==> src/rtl/uart_rx_pkg.sv <==
// Shared UART definitions: receiver state encodings, frame width and counter width.
// The encodings are shared so the transmit side can use the same state values.
package uart_rx_pkg;

    localparam int unsigned DATA_BITS = 8;
    localparam int unsigned CNT_W     = 16;
    localparam int unsigned IDX_W     = $clog2(DATA_BITS);

    typedef enum logic [2:0] {
        IDLE      = 3'd0,
        START     = 3'd1,
        DATA      = 3'd2,
        STOP      = 3'd3,
        WAIT_HIGH = 3'd4
    } uart_state_t;

endpackage

==> src/rtl/uart_rx_sync2.sv <==
// Two-flop synchroniser for an asynchronous single-bit input.
// Both flops reset to 1, which is the idle level of a UART line.
module uart_sync2 (
    input  logic clk,
    input  logic rst_n,
    input  logic d,
    output logic q
);

    logic meta;

    always_ff @(posedge clk or negedge rst_n) begin
        if (!rst_n) begin
            meta <= 1'b1;
            q    <= 1'b1;
        end else begin
            meta <= d;
            q    <= meta;
        end
    end

endmodule

==> src/rtl/uart_rx.sv <==
// 8N1 UART receiver: synchronised rx line, mid-bit sampling of start, data and stop bits,
// single-cycle strobes for a good byte (out_ready) or a low stop bit (frame_err).
module uart_rx
    import uart_rx_pkg::*;
#(
    parameter int unsigned bd_divider = 2500
) (
    input  logic       clk,
    input  logic       rst_n,
    input  logic       rx,
    output logic [7:0] data_out,
    output logic       out_ready,
    output logic       frame_err,
    output logic       busy
);

    localparam int unsigned half_div = bd_divider / 2;
    localparam logic [CNT_W-1:0] BIT_LAST  = CNT_W'(bd_divider - 1);
    localparam logic [CNT_W-1:0] HALF_LAST = CNT_W'(half_div - 1);
    localparam logic [IDX_W-1:0] IDX_LAST  = IDX_W'(DATA_BITS - 1);

    logic                 rx_s;
    uart_state_t          state, state_nxt;
    logic [CNT_W-1:0]     clk_count, cnt_nxt;
    logic [IDX_W-1:0]     data_index, idx_nxt;
    logic [DATA_BITS-1:0] shift_reg, shift_nxt;
    logic [7:0]           dout_nxt;
    logic                 rdy_nxt, err_nxt;

    uart_sync2 u_sync (
        .clk   (clk),
        .rst_n (rst_n),
        .d     (rx),
        .q     (rx_s)
    );

    always_ff @(posedge clk or negedge rst_n) begin
        if (!rst_n) begin
            state      <= IDLE;
            clk_count  <= '0;
            data_index <= '0;
            shift_reg  <= '0;
            data_out   <= '0;
            out_ready  <= 1'b0;
            frame_err  <= 1'b0;
        end else begin
            state      <= state_nxt;
            clk_count  <= cnt_nxt;
            data_index <= idx_nxt;
            shift_reg  <= shift_nxt;
            data_out   <= dout_nxt;
            out_ready  <= rdy_nxt;
            frame_err  <= err_nxt;
        end
    end

    always_comb begin
        state_nxt = state;
        cnt_nxt   = clk_count;
        idx_nxt   = data_index;
        shift_nxt = shift_reg;
        dout_nxt  = data_out;
        rdy_nxt   = 1'b0;
        err_nxt   = 1'b0;

        case (state)
            IDLE: begin
                cnt_nxt = '0;
                idx_nxt = '0;
                if (!rx_s) state_nxt = START;
            end

            START: begin
                if (clk_count != HALF_LAST) begin
                    cnt_nxt = clk_count + CNT_W'(1);
                end else begin
                    cnt_nxt   = '0;
                    // A start bit that is high again at its midpoint was a glitch.
                    state_nxt = rx_s ? IDLE : DATA;
                end
            end

            DATA: begin
                if (clk_count != BIT_LAST) begin
                    cnt_nxt = clk_count + CNT_W'(1);
                end else begin
                    cnt_nxt               = '0;
                    shift_nxt[data_index] = rx_s;
                    if (data_index == IDX_LAST) begin
                        idx_nxt   = '0;
                        state_nxt = STOP;
                    end else begin
                        idx_nxt = data_index + IDX_W'(1);
                    end
                end
            end

            STOP: begin
                if (clk_count != BIT_LAST) begin
                    cnt_nxt = clk_count + CNT_W'(1);
                end else begin
                    cnt_nxt = '0;
                    // Leaving at the stop midpoint leaves slack for a back-to-back start bit.
                    if (rx_s) begin
                        dout_nxt  = shift_reg;
                        rdy_nxt   = 1'b1;
                        state_nxt = IDLE;
                    end else begin
                        err_nxt   = 1'b1;
                        state_nxt = WAIT_HIGH;
                    end
                end
            end

            WAIT_HIGH: begin
                // A held-low line (break) must not be decoded as repeated 0x00 frames.
                if (rx_s) state_nxt = IDLE;
            end

            default: begin
                state_nxt = IDLE;
                cnt_nxt   = '0;
                idx_nxt   = '0;
            end
        endcase
    end

    assign busy = (state != IDLE);

endmodule

==> config.mk <==
export PLATFORM = sky130hd
export DESIGN_NAME = uart_rx
export DESIGN_NICKNAME = d
export VERILOG_FILES = /design/src/rtl/uart_rx_pkg.sv /design/src/rtl/uart_rx_sync2.sv /design/src/rtl/uart_rx.sv
export SDC_FILE = /design/constraint.sdc
export NUM_CORES = 1
export LEC_CHECK = 0
export ABC_CLOCK_PERIOD_IN_PS = 2500
export CELL_PAD_IN_SITES_DETAIL_PLACEMENT = 2
export CELL_PAD_IN_SITES_GLOBAL_PLACEMENT = 2
export CORE_MARGIN = 8
export CORE_UTILIZATION = 38
export CTS_CLUSTER_DIAMETER = 30
export DETAILED_ROUTE_END_ITERATION = 12
export HOLD_SLACK_MARGIN = 0.02
export PLACE_DENSITY_LB_ADDON = 0.1
export SKIP_LAST_GASP = 1
export SYNTH_ARGS = -nofsm -noshare
export SYNTH_HDL_FRONTEND = slang
export SYNTH_HIERARCHICAL = 1
export SYNTH_SLANG_ARGS = --single-unit
export TNS_END_PERCENT = 5
==> constraint.sdc <==
create_clock -name clk -period 2.5 [get_ports clk]
set_input_delay 0.625 -clock clk [delete_from_list [all_inputs] [get_ports clk]]
set_output_delay 0.625 -clock clk [all_outputs]
set_load 0.02 [all_outputs]
==> flow_metrics.py <==
metrics = {
    "pwr": {
        "ir_drop_mv": 0.281,
        "p_leak_uw": 0.00110,
        "power.density_mw_per_mm2": 462,
        "total_power_uw": 1150,
    },
    "setup_path": {
        "ff2ff_setup_slack_ns": 0.08,
        "r2r_end": "data_out[0]",
        "path_class": "reg -> reg",
        "critical_path_arrival_ns": 2.61,
        "end_kind": "flip-flop",
        "reg2reg_depth": 5,
        "rr_startpoint": "clk_count[3]",
        "crit_path_start_kind": "flip-flop",
        "required_ns": 2.69,
        "path_max_fanout": 9,
    },
    "drt": {
        "wl_met1_mm": 2.43,
        "wire_per_inst_microns": 19.4,
        "first_pass_iters": 4,
        "route.met2.wl_mm": 3.28,
        "drt_wl_total_mm": 5.91,
        "routed_via_density": 5.61,
        "wl_met3_microns": 146,
        "detail-route-antenna-nets": 0,
        "drc": 0,
        "detail_route.iter0.violations": 30,
        "top_layer_used": "met4",
        "vias": 1711,
    },
    "timing": {
        "period_needed_ns": 2.42,
        "period_share_pct": 96.8,
        "tightest_slew_ns": 0.697,
        "slew_headroom_pct": 53.2,
        "finalSetupTns_ns": 0,
        "setup_ws_ns": 0.0803,
        "rsz0062_at_grt": "yes",
        "slew_violations": 0,
        "fin_skew_ns": 0.00986,
        "fmax_ghz": 0.413,
        "setup_viol": 0,
        "hold_violations": 0,
    },
    "cells_and_area": {
        "largest_reg_flops": 16,
        "multi_input_area_sq_mm": 0.00101,
        "nFillCells": 580,
        "fin_util_pct": 45.8,
        "syn_to_final_growth_pct": 17.2,
        "regArea_sq_mm": 0.00105,
        "antenna_cells": 0,
        "drive_above_1_share_pct": 18.5,
        "nets": 239,
    },
    "clocking": {
        "clk_pin_slew_ns": 0.09,
        "root_buffer": "clkbuf_8",
        "clk_latency_ns": 0.30,
        "cts_buffers": 5,
        "clk_path_buf_depth": 2,
        "post_cts_resized": 0,
        "clock_sinks": 42,
        "tritoncts": "yes",
        "cts_setup_buffers": 0,
        "cts_hold_buf": 0,
        "ctsHtreeMaxLevel": 2,
    },
    "synth": {
        "synthesis.nets": 215,
        "synth_top_area_share_pct": 47.1,
        "synth_ff_type": "dfrtp_1",
        "yosys_register_bits": 42,
        "yosys_warnings": 6,
        "netlist_area_sq_mm": 0.00213,
        "yosysTopAreaCell": "dfrtp_1",
        "ys_top_cells_by_area": "dfrtp_1 47%, mux2_2 6.4%, nand2_1 3.7%",
        "syn_inst": 208,
        "yosysSeqAreaShare_pct": 49.6,
        "synth_most_common_cell": "dfrtp_1",
        "synth_common_cells": "40 x dfrtp_1, 21 x nand2_1, 15 x o21ai_0",
        "ys_types": 43,
        "synth_edf_count": 0,
        "synth.avg_cell_area_sq_um": 10.2,
        "synthArstFlopShare_pct": 100,
    },
    "floorplan": {
        "dieArea_sq_mm": 0.00824,
        "die_h_microns": 90.8,
        "die_w_microns": 90.8,
        "io_pins": 14,
        "core_sq_mm": 0.00544,
        "initial_core_util_pct": 39.1,
        "num_rows": 27,
    },
    "global_routing": {
        "grt_pass1_wl_mm": 9.99,
        "grt_max_degree": 21,
        "grt_use_total_pct": 15.2,
        "antenna_found_initial": 0,
        "gr-total-overflow": 0,
        "grt_pass1_vias": 1936,
    },
    "placed_design": {
        "port_buffers": 13,
        "gp_congestion": 0.815,
        "dp_worst_setup_slack_ns": 0.0896,
        "dp_hpwl_mm": 4.58,
    },
    "outcome": {
        "run_status": "completed",
    },
    "min_path": {
        "min_path_type": "in -> async",
    },
    "job": {
        "drv_cap": 0,
    },
}
-- worst max-delay path by stage --
stage	start	endpoint	slack, ns	cells past startpoint
final	clk_count[3]	data_out[0]	0.08	5
after detailed placement	clk_count[3]	clk_count[6]	0.09	6
after floorplan	clk_count[4]	clk_count[2]	0.34	6
after global routing	clk_count[3]	data_out[0]	-0.03	5
after CTS	clk_count[3]	clk_count[6]	0.06	6
after global placement	clk_count[3]	data_out[5]	0.15	5
-- layout make-up --
cell class | instances | share of cell area [%]
flip-flops and latches | 42 | 42.3
multi-input cells | 150 | 40.7
repair buffers | 25 | 8.63
well taps | 72 | 3.61
clock buffers | 5 | 2.76
inverters | 8 | 1.20
clock inverters | 3 | 0.853
-- layout by cell type, fill, tap and decap left out, types with 3 or more instances in the layout --
master	n
nand3_1	14
nor2_1	10
o22ai_1	3
buf_4	12
nor4_1	3
inv_1	8
nor2b_1	3
clkbuf_8	5
a22oi_1	4
o31ai_1	4
nand2_1	21
or3_1	4
ha_1	4
and3_1	4
a21o_1	4
a21oi_1	8
mux2i_1	3
o21ai_0	15
clkdlybuf4s50_1	12
mux2_2	12
dfrtp_1	40
xnor2_1	5
nor3_1	3
-- critical path, cell delays in order, from the launching register on --
cell and delay, ns:
dfrtp_1 0.45, or4_1 0.62, buf_4 0.19, nor2_1 0.29, nand4_2 0.36, mux2_2 0.40
-- per-layer routing --
layer,track usage (%),vias up
met5,0,-
met4,4.23,0
met3,3.49,8
met2,29.1,14
met1,16.1,886
li1,-,803
-- where the power goes --
part	internal, uW	switching, uW
clock network	196	251
registers	682	2.11
logic	4.56	16.5
total	883	269
-- cell families (layout without fill, tap and decap cells) --
group	count (synthesis)	after routing	synth area share (%)
AO/OA/AOI/OAI	43	43	12.5
multiplexers	15	15	7.77
adder cells (fa/ha/maj)	4	4	2.35
XOR/XNOR	6	6	2.47
flip-flops	42	42	49.6
AND/OR/NAND/NOR	82	82	22.2
buffers and inverters	16	41	3.06
-- metrics by stage --
stage	hold slack (ns)	std cells	instance area, sq um
after global routing	0.284	305	2490
after global placement	0.348	297	2400
after floorplan	0.329	208	2130
after CTS	0.278	305	2490
final	0.274	305	2490
after detailed placement	0.350	297	2400
No activity file was read; power rests on OpenSTA's default activity.
